`config.mk`:
```
export PLATFORM = sky130hd
export DESIGN_NAME = serial_magnitude_comparator
export DESIGN_NICKNAME = d
export VERILOG_FILES = /design/src/rtl/serial_magnitude_comparator.sv
export SDC_FILE = /design/constraint.sdc
export NUM_CORES = 1
export LEC_CHECK = 0
export CORE_MARGIN = 1
export CORE_UTILIZATION = 45
export DETAILED_ROUTE_END_ITERATION = 16
export HOLD_SLACK_MARGIN = 0.12
export PLACE_DENSITY = 0.79
export SYNTH_ARGS = -nofsm -noshare
export SYNTH_HDL_FRONTEND = slang
export SYNTH_SLANG_ARGS = --single-unit
```
`constraint.sdc`:
```
create_clock -name clk -period 1.39 [get_ports clk]
set_clock_uncertainty 0.1 [all_clocks]
set_input_delay 0.139 -clock clk [delete_from_list [all_inputs] [get_ports clk]]
set_output_delay 0.139 -clock clk [all_outputs]
set_load 0.005 [all_outputs]
```
`src/rtl/serial_magnitude_comparator.sv`:
```
// Bit-serial unsigned magnitude comparator: accepts a WIDTH-bit operand pair, scans it MSB-first
// one bit per clock and returns one-hot greater/lesser/equal flags over a valid/ready handshake.
module serial_magnitude_comparator #(
  parameter int unsigned WIDTH      = 4,
  parameter int unsigned EARLY_EXIT = 1
) (
  input  logic                         clk,
  input  logic                         rst,
  input  logic                         in_valid,
  output logic                         in_ready,
  input  logic [WIDTH-1:0]             data_a,
  input  logic [WIDTH-1:0]             data_b,
  output logic                         out_valid,
  input  logic                         out_ready,
  output logic                         greater,
  output logic                         lesser,
  output logic                         equal,
  output logic                         busy,
  output logic [$clog2(WIDTH+1)-1:0]   cycles
);

  localparam int unsigned CW = $clog2(WIDTH + 1);

  typedef enum logic [1:0] {StIdle, StScan, StDone} state_e;

  state_e           state_q, state_d;
  logic [WIDTH-1:0] a_q, a_d, b_q, b_d;
  logic [CW-1:0]    cnt_q, cnt_d, cycles_q, cycles_d;
  logic             gt_q, gt_d, lt_q, lt_d;
  logic             greater_q, greater_d, lesser_q, lesser_d, equal_q, equal_d;
  logic             out_valid_q, out_valid_d;
  logic             a_bit, b_bit, gt_n, lt_n, last;

  always_comb begin
    state_d     = state_q;
    a_d         = a_q;
    b_d         = b_q;
    cnt_d       = cnt_q;
    cycles_d    = cycles_q;
    gt_d        = gt_q;
    lt_d        = lt_q;
    greater_d   = greater_q;
    lesser_d    = lesser_q;
    equal_d     = equal_q;
    out_valid_d = out_valid_q;

    a_bit = a_q[WIDTH-1];
    b_bit = b_q[WIDTH-1];
    // Once a decision is latched, later bits cannot override it.
    gt_n  = gt_q | (~lt_q & a_bit & ~b_bit);
    lt_n  = lt_q | (~gt_q & ~a_bit & b_bit);
    last  = (cnt_q == '0) || ((EARLY_EXIT != 0) && (gt_n || lt_n));

    unique case (state_q)
      StIdle: begin
        if (in_valid) begin
          a_d      = data_a;
          b_d      = data_b;
          cycles_d = '0;
          cnt_d    = CW'(WIDTH - 1);
          gt_d     = 1'b0;
          lt_d     = 1'b0;
          state_d  = StScan;
        end
      end
      StScan: begin
        cycles_d = cycles_q + CW'(1);
        a_d      = a_q << 1;
        b_d      = b_q << 1;
        gt_d     = gt_n;
        lt_d     = lt_n;
        if (last) begin
          greater_d   = gt_n;
          lesser_d    = lt_n;
          equal_d     = ~(gt_n | lt_n);
          out_valid_d = 1'b1;
          state_d     = StDone;
        end else begin
          cnt_d = cnt_q - CW'(1);
        end
      end
      StDone: begin
        if (out_ready) begin
          greater_d   = 1'b0;
          lesser_d    = 1'b0;
          equal_d     = 1'b0;
          out_valid_d = 1'b0;
          state_d     = StIdle;
        end
      end
      default: state_d = StIdle;
    endcase
  end

  always_ff @(posedge clk or posedge rst) begin
    if (rst) begin
      state_q     <= StIdle;
      a_q         <= '0;
      b_q         <= '0;
      cnt_q       <= '0;
      cycles_q    <= '0;
      gt_q        <= 1'b0;
      lt_q        <= 1'b0;
      greater_q   <= 1'b0;
      lesser_q    <= 1'b0;
      equal_q     <= 1'b0;
      out_valid_q <= 1'b0;
    end else begin
      state_q     <= state_d;
      a_q         <= a_d;
      b_q         <= b_d;
      cnt_q       <= cnt_d;
      cycles_q    <= cycles_d;
      gt_q        <= gt_d;
      lt_q        <= lt_d;
      greater_q   <= greater_d;
      lesser_q    <= lesser_d;
      equal_q     <= equal_d;
      out_valid_q <= out_valid_d;
    end
  end

  assign in_ready  = (state_q == StIdle);
  assign busy      = (state_q != StIdle);
  assign out_valid = out_valid_q;
  assign greater   = greater_q;
  assign lesser    = lesser_q;
  assign equal     = equal_q;
  assign cycles    = cycles_q;

endmodule

```
==> results of run 1 <==
## flip-flops by register name, summed over array words and instances (netlist names)
register,flops
lt_q,1
equal,1
cycles,3
gt_q,1
lesser,1
a_q,4
cnt_q,3
greater,1
b_q,4
state_q,2
out_valid,1
## kinds of logic after synthesis
kind of cell	Yosys count	share of synthesized area (%)
flip-flops	22	49.3
AND/OR/NAND/NOR	45	18.6
AO/OA/AOI/OAI	36	21.0
XOR/XNOR	1	1.46
buffers and inverters	18	6.28
adder cells (fa/ha/maj)	3	3.36
## critical path, cell delays in order, from the launching register on
cell and delay [ns]:
dfrtp_1 0.41, inv_2 0.07, ha_4 0.14, ha_4 0.15, inv_4 0.05, buf_6 0.12, a311oi_1 0.28, a221o_1 0.16
## report_power, final
part | switching [mW] | total (mW) | internal [mW]
Combinational | 1.23 | 2.50 | 1.27
Sequential | 0.210 | 1.13 | 0.916
Clock | 0.204 | 0.365 | 0.160
Total | 1.64 | 3.99 | 2.35
## cell type report
class                           count  area [µm²]  share of cell area, %
Tap cell                           28        35.0                   1.97
Multi-Input combinational cell     85         624                   35.1
Timing Repair Buffer               54         477                   26.8
Sequential cell                    22         554                   31.2
Inverter                           12        50.0                   2.82
Clock buffer                        4        36.3                   2.04
## what timing repair did
action / CTS / global route
gates resized for setup: 29 / 25
pin swaps: 1 / 10
buffers inserted: 10 / 4
setup endpoints to repair: 19 / 21
hold buffers: 1 / 0
endpoints found under the hold margin: 22 / 0
## worst paths after layout
| path | depth (start not counted) | slack (ns) | to |
|---|---|---|---|
| max in group asynchronous | 4 | 0.32 | b_q[3]$_DFFE_PP0P_ |
| max | 7 | -0.13 | cnt_q[2]$_DFFE_PP0P_ |
| min in group asynchronous | 4 | 0.61 | b_q[0]$_DFFE_PP0P_ |
| min reg2reg | 1 | 0.45 | cnt_q[2]$_DFFE_PP0P_ |
| max reg2reg | 7 | -0.13 | cnt_q[2]$_DFFE_PP0P_ |
| min | 3 | 0.27 | a_q[1]$_DFFE_PP0P_ |
## Yosys cell counts
| cell type | instances |
|---|---|
| a31o_2 | 1 |
| ha_1 | 3 |
| nor2_1 | 13 |
| dfrtp_1 | 22 |
| inv_1 | 12 |
| buf_1 | 1 |
| a221o_1 | 1 |
| and3_4 | 1 |
| o21ai_0 | 6 |
| a311oi_1 | 4 |
| a31o_1 | 1 |
| nand4_1 | 1 |
| nor2b_1 | 4 |
| a31oi_1 | 7 |
| a22o_1 | 1 |
| buf_2 | 2 |
| o21bai_1 | 1 |
| nand2b_1 | 2 |
| nor3b_1 | 3 |
| nand2_1 | 19 |
| xnor2_2 | 1 |
| a21oi_1 | 11 |
| nor3_1 | 2 |
| a221oi_1 | 3 |
| clkbuf_1 | 3 |
## per-layer routing
layer  track usage, %  vias to the layer above  part of all wire [%]
li1                 -                      538                     -
met1             29.1                      539                    38
met2             47.6                       48                    55
met3             4.39                       10                   4.8
met4             14.0                        0                   3.0
met5                0                        -                     0
==> impl_metrics.py, run 1 <==
metrics = {
    "run_status": {
        "status": "complete, but fails checks",
        "violations": "setup timing",
    },
    "clocking": {
        "htree_num_levels": 1,
        "cts_tree": "built",
        "clockBufferDepth": 2,
        "clk_latency_ns": 0.32,
        "cts_sinks": 22,
        "numCtsBuffers": 3,
        "clk_pin_slew_worst_paths_ns": 0.13,
        "root_buffer": "clkbuf_4",
    },
    "cells_and_area": {
        "mostFrequentLayoutCells": "24 x buf_4, 19 x dfrtp_1, 16 x nand2_1, 13 x nor2_1, 11 x clkdlybuf4s50_1",
        "drive_gt1_share_pct": 37.9,
        "finish.net_count": 193,
        "antenna-diode-count": 0,
        "finish.utilization_pct": 78.1,
        "n_fill_cell": 143,
        "areaGrowthSynthToFinish_pct": 59.2,
        "layout_commonest_cell": "buf_4",
        "fin_area_um2": 1780,
        "fin_cells": 205,
    },
    "floorplan": {
        "die_area_um2": 2680,
        "start_util_pct": 49.0,
        "core_area_um2": 2280,
        "die_w_um": 51.8,
        "die-height_um": 51.8,
        "rows": 17,
        "io_pins": 21,
    },
    "synth": {
        "syn_nets": 140,
        "synth_cell_type_count": 25,
        "synthTopCellsByArea": "dfrtp_1 49%, nand2_1 6.4%, a21oi_1 4.9%",
        "yosysTopAreaCell": "dfrtp_1",
        "synthesis.instances": 125,
        "ys_seq_elements": 22,
        "synth_top_area_share_pct": 49.3,
        "syn_avg_cell_area_um2": 8.93,
        "seq_area_frac_synth_pct": 49.3,
        "synthesis.area_um2": 1120,
        "synth_warnings": 0,
    },
    "routing": {
        "first_pass_iters": 5,
        "via_per_inst": 5.54,
        "antenna_left": 0,
        "drcViolationCount": 0,
        "drt_iter0_drc": 20,
        "routed_wl_um": 3380,
        "vias": 1135,
        "wire_per_inst_um": 16.5,
    },
    "setup_path": {
        "r2r-start": "cnt_q[1]$_DFFE_PP0P_",
        "worstPathArrival_ns": 1.69,
        "start_kind": "flop",
        "endpoint_kind": "flop",
        "required_ns": 1.56,
        "startpoint": "cnt_q[1]$_DFFE_PP0P_",
        "cp_max_fo": 5,
        "worstSetupPathType": "reg2reg",
    },
    "timing": {
        "fin_ws_ns": -0.133,
        "finalSetupTns_ns": -0.612,
        "fin_crit_ns": 1.52,
        "slew-limit-headroom_pct": 77.5,
        "slew_violations": 0,
        "grt_setup_unrepaired": "true",
        "period_share_pct": 110,
        "finalSetupViolations": 8,
        "tightestPinTransition_ns": 0.337,
        "max_freq_mhz": 657,
        "hold_slack_ns": 0.274,
        "finalHoldViolCount": 0,
    },
    "min_path": {
        "hp-start": "data_a[1]",
        "hold_class": "in2reg",
    },
    "placement": {
        "hpwl_um": 1960,
        "dp.cells": 186,
        "dpl_cell_area_um2": 1500,
        "post-place-ws_ns": -0.109,
        "numPortBuffers": 20,
        "gp_congestion": 0.831,
    },
    "flow_run": {
        "maxCapViolations": 0,
    },
    "global_route": {
        "grt_usage_pct": 26.3,
        "overflow": 0,
        "grt_pass1_vias": 1134,
        "grt_start_max_net_pins": 23,
        "grt_first_pass_wirelength_um": 5040,
        "antenna_found_initial": 0,
    },
    "power": {
        "p_leak_nw": 0.815,
        "vdd_drop_max_uv": 1860,
        "power_mw": 3.99,
        "powerDensity_nw_per_um2": 2250,
    },
}
Power figures use the tool's default switching activity.
==> run 2, diff against run 1 <==
CELL_PAD_IN_SITES_DETAIL_PLACEMENT = 0   (was not set)
CELL_PAD_IN_SITES_GLOBAL_PLACEMENT = 2   (was not set)
CORE_UTILIZATION = 27   (was 45)
==> impl_metrics.py, run 2 (synthesis gave the netlist of run 1 again) <==
metrics = {
    "run_status": {
        "status": "complete, but fails checks",
        "violations": "setup timing",
    },
    "cells_and_area": {
        "finish.net_count": 189,
        "fin_area_um2": 1770,
        "layout_commonest_cell": "buf_4",
        "mostFrequentLayoutCells": "24 x buf_4, 21 x dfrtp_1, 18 x nand2_1, 14 x clkdlybuf4s50_1, 13 x nor2_1",
        "areaGrowthSynthToFinish_pct": 59.0,
        "reg_top3": "a_q (4), b_q (4)",
        "finish.utilization_pct": 44.7,
        "drive_gt1_share_pct": 32.6,
        "antenna-diode-count": 0,
    },
    "routing": {
        "drt_iter0_drc": 31,
        "highest_layer": "met4",
        "first_pass_iters": 4,
        "via_per_inst": 4.84,
        "wl_met3_um": 76,
        "routed_wl_um": 3020,
        "drcViolationCount": 0,
        "dr_wl_met2_um": 1550,
        "wire_per_inst_um": 13.6,
        "vias": 1075,
        "antenna_left": 0,
        "wl_met1_um": 1350,
    },
    "global_route": {
        "antenna_found_initial": 0,
        "grt_pass1_vias": 1114,
        "grt_first_pass_wirelength_um": 4990,
        "grt_usage_pct": 15.0,
        "grt_start_max_net_pins": 14,
        "overflow": 0,
    },
    "power": {
        "p_seq_share_pct": 29.5,
        "clkPwrFrac_pct": 10.5,
        "powerDensity_nw_per_um2": 2140,
        "combPwrFrac_pct": 60.0,
        "p_int_mw": 2.30,
        "p_sw_mw": 1.49,
        "vdd_drop_max_uv": 745,
        "swShare_pct": 39.4,
        "p_leak_nw": 0.827,
        "power_mw": 3.80,
    },
    "floorplan": {
        "core_area_um2": 3970,
        "die_area_um2": 4400,
        "die-height_um": 66.3,
        "io_pins": 21,
        "die_w_um": 66.3,
        "rows": 23,
        "start_util_pct": 28.1,
    },
    "clocking": {
        "clk_pin_slew_worst_paths_ns": 0.08,
        "cts_sinks": 22,
        "root_buffer": "clkbuf_8",
        "cts_tree": "built",
        "numCtsBuffers": 3,
        "clk_latency_ns": 0.26,
        "clockBufferDepth": 2,
        "htree_num_levels": 1,
    },
    "setup_path": {
        "max_stage_delay_ns": 0.39,
        "start_kind": "flop",
        "cp_max_fo": 5,
        "worstPathArrival_ns": 1.51,
        "startpoint": "cnt_q[0]$_DFFE_PP0P_",
        "cp_cell_sequence": "inv_2 > ha_4 > ha_4 > inv_4 > and3_4 > a221o_1",
        "critPathSlowestCell": "dfrtp_1",
        "crit_family": "flip-flops",
        "cp_num_buf_inv": 2,
        "critPathMostFrequentCell": "ha_4",
        "r2r_slack_ns": -0.07,
        "required_ns": 1.44,
        "endpoint_kind": "flop",
        "r2r-start": "cnt_q[0]$_DFFE_PP0P_",
        "worstSetupPathType": "reg2reg",
    },
    "placement": {
        "numPortBuffers": 20,
        "gp_congestion": 0.730,
        "hpwl_um": 2130,
        "dpl_cell_area_um2": 1520,
    },
    "timing": {
        "period_share_pct": 105,
        "max_freq_mhz": 683,
        "slew-limit-headroom_pct": 77.6,
        "fin_ws_ns": -0.0747,
        "fin_crit_ns": 1.46,
        "finalSetupViolations": 7,
        "grt_setup_unrepaired": "true",
        "slew_violations": 0,
        "finalHoldViolCount": 0,
        "tightestPinTransition_ns": 0.336,
    },
    "flow_run": {
        "maxCapViolations": 0,
    },
    "min_path": {
        "hp-start": "data_a[3]",
        "hold_class": "in2reg",
    },
}
run 2: final cells by class:
| cell class | instances | area [µm²] |
|---|---|---|
| flip-flops and latches | 22 | 552 |
| inverters | 12 | 47.5 |
| fillers | 396 | 2200 |
| repair buffers | 50 | 458 |
| multi-input cells | 85 | 613 |
| clock buffers | 3 | 41.3 |
| well taps | 50 | 62.6 |
run 2: per-layer routing:
metal	up-vias	track usage, %
li1	528	-
met5	-	0
met1	524	18.6
met3	4	1.55
met4	0	5.59
met2	19	26.7
run 2: worst paths after layout:
kind / endpoint / cells past startpoint
hold / removal: a_q[3]$_DFFE_PP0P_ / 3
hold reg to reg: out_valid$_DFFE_PP0P_ / 2
setup / recovery: cnt_q[2]$_DFFE_PP0P_ / 6
setup reg to reg: cnt_q[2]$_DFFE_PP0P_ / 6
max in group asynchronous: state_q[0]$_DFFE_PP0P_ / 4
min in group asynchronous: cnt_q[1]$_DFFE_PP0P_ / 3
run 2: timing repair:
| action | in CTS | in global routing |
|---|---|---|
| hold buffers | 1 | 0 |
| pin swaps | 5 | 5 |
| buffers inserted | 9 | 1 |
| gates cloned | 0 | 0 |
| hold endpoints to repair | 6 | 0 |
| gates resized for setup | 14 | 19 |
| setup endpoints to repair | 21 | 26 |
run 2: worst reg2reg max path, cell delays in order, from the launching register on:
cell and delay, ns:
dfrtp_1 0.39, inv_2 0.08, ha_4 0.14, ha_4 0.13, inv_4 0.05, and3_4 0.16, a221o_1 0.30
run 2: through the flow:
step	instances	setup WS [ns]	hold slack (ns)	setup TNS, ns
2_1_floorplan	125	-0.0109	0.0282	-0.0109
3_3_place_gp	208	-0.0891	0.313	-0.927
3_5_place_dp	208	-0.123	0.307	-1.53
4_1_cts	221	-0.0736	0.333	-0.320
5_1_grt	222	-0.139	0.334	-0.990
6_report	222	-0.0747	0.335	-0.343
run 2: power groups by stage:
| stage | logic [mW] | registers (mW) | clock network (mW) |
|---|---|---|---|
| 2_1_floorplan | 1.03 | 1.09 | 0 |
| 3_3_place_gp | 1.77 | 1.13 | 0 |
| 3_5_place_dp | 1.80 | 1.15 | 0 |
| 4_1_cts | 2.11 | 1.11 | 0.413 |
| 5_1_grt | 2.52 | 1.15 | 0.449 |
| 6_report | 2.28 | 1.12 | 0.397 |
==> run 3, diff against run 2 <==
CORE_ASPECT_RATIO = 1.1   (was not set)
==> impl_metrics.py, run 3 (synthesis gave the netlist of run 1 again) <==
metrics = {
    "cells_and_area": {
        "finish.net_count": 191,
        "reg_top3": "a_q (4), b_q (4)",
        "n_fill_cell": 411,
        "finish.utilization_pct": 46.6,
        "areaGrowthSynthToFinish_pct": 65.5,
        "mostFrequentLayoutCells": "24 x buf_4, 20 x dfrtp_1, 19 x nand2_1, 14 x clkdlybuf4s50_1, 13 x nor2_1",
        "fin_area_um2": 1850,
        "drive_gt1_share_pct": 34.9,
        "fin_cells": 227,
        "layout_commonest_cell": "buf_4",
        "antenna-diode-count": 0,
    },
    "clocking": {
        "numCtsBuffers": 3,
        "cts_tree": "built",
        "clockBufferDepth": 2,
        "clk_pin_slew_worst_paths_ns": 0.09,
        "clk_latency_ns": 0.27,
        "root_buffer": "clkbuf_8",
        "cts_sinks": 22,
        "htree_num_levels": 1,
    },
    "run_status": {
        "violations": "setup timing",
        "status": "complete, but fails checks",
    },
    "placement": {
        "gp_congestion": 0.759,
        "dpl_cell_area_um2": 1530,
        "hpwl_um": 2030,
        "post-place-ws_ns": -0.168,
        "numPortBuffers": 20,
        "dp.cells": 211,
    },
    "routing": {
        "drt_iter0_drc": 33,
        "drcViolationCount": 0,
        "vias": 1086,
        "wire_per_inst_um": 13.4,
        "first_pass_iters": 4,
        "via_per_inst": 4.78,
        "antenna_left": 0,
        "routed_wl_um": 3040,
    },
    "setup_path": {
        "cp_cell_sequence": "inv_2 > ha_4 > ha_4 > inv_4 > a31o_4 > a221oi_2",
        "critPathSlowestCell": "dfrtp_1",
        "worstSetupPathType": "reg2reg",
        "required_ns": 1.47,
        "startpoint": "cnt_q[1]$_DFFE_PP0P_",
        "cp_max_fo": 6,
        "critPathMostFrequentCell": "ha_4",
        "max_stage_delay_ns": 0.40,
        "r2r-start": "cnt_q[1]$_DFFE_PP0P_",
        "crit_family": "compound AO/OA/AOI/OAI gates",
        "worstPathArrival_ns": 1.57,
        "endpoint_kind": "flop",
        "start_kind": "flop",
        "cp_num_buf_inv": 2,
    },
    "global_route": {
        "grt_start_max_net_pins": 23,
        "grt_usage_pct": 14.4,
        "grt_pass1_vias": 1079,
        "antenna_found_initial": 0,
        "overflow": 0,
        "grt_first_pass_wirelength_um": 4920,
    },
    "power": {
        "powerDensity_nw_per_um2": 2270,
        "p_leak_nw": 0.851,
        "power_mw": 4.20,
        "vdd_drop_max_uv": 658,
    },
    "timing": {
        "hold_slack_ns": 0.320,
        "slew_violations": 0,
        "grt_setup_unrepaired": "true",
        "fin_ws_ns": -0.102,
        "finalSetupViolations": 6,
        "fin_crit_ns": 1.49,
        "finalHoldViolCount": 0,
        "tightestPinTransition_ns": 0.319,
        "slew-limit-headroom_pct": 78.7,
        "max_freq_mhz": 670,
        "period_share_pct": 107,
        "finalSetupTns_ns": -0.318,
    },
    "floorplan": {
        "rows": 24,
        "io_pins": 21,
        "core_area_um2": 3960,
        "die_area_um2": 4390,
        "start_util_pct": 28.2,
        "die-height_um": 69.4,
        "die_w_um": 63.3,
    },
    "flow_run": {
        "maxCapViolations": 0,
    },
    "min_path": {
        "hp-start": "data_a[2]",
        "hold_class": "in2reg",
    },
}
run 3: timing repair:
action	4_1_cts	5_1_grt
setup endpoints to repair	13	28
pin swaps	3	4
hold buffers	1	0
gates resized for setup	18	24
hold endpoints to repair	13	0
buffers inserted	9	2
run 3: cell type report:
cell class / count / area (µm²) / area share [%]
clock buffers: 3 / 41.3 / 2.24
flip-flops and latches: 22 / 553 / 29.9
inverters: 12 / 47.5 / 2.57
repair buffers: 52 / 478 / 25.9
well taps: 52 / 65.1 / 3.52
multi-input cells: 85 / 632 / 34.2
clock inverters: 1 / 30.0 / 1.63
run 3: path summary, 6_finish.rpt:
kind,end,slack [ns],depth (start not counted)
hold reg to reg,cnt_q[2]$_DFFE_PP0P_,0.43,1
hold / removal,a_q[2]$_DFFE_PP0P_,0.32,3
min in group asynchronous,cnt_q[2]$_DFFE_PP0P_,0.66,4
setup / recovery,lesser$_DFFE_PP0P_,-0.10,6
setup reg to reg,lesser$_DFFE_PP0P_,-0.10,6
max in group asynchronous,b_q[3]$_DFFE_PP0P_,0.28,4
run 3: worst min-delay path: stages:
cell,delay [ns]
clkdlybuf4s50_1,0.39
nand2_1,0.06
a31oi_1,0.07
run 3: where the power goes:
group          switching, mW  leakage, nW  internal, mW
clock network          0.232       0.0357         0.385
logic                   1.15        0.545          1.32
registers              0.201        0.270         0.915
total                   1.58        0.851          2.62
run 3: per-layer routing:
layer	vias up	wire, µm	track usage (%)
met3	7	75	2.30
met2	18	1630	25.8
met1	526	1280	16.5
met4	0	58	6.57
met5	-	0	0
li1	535	-	-
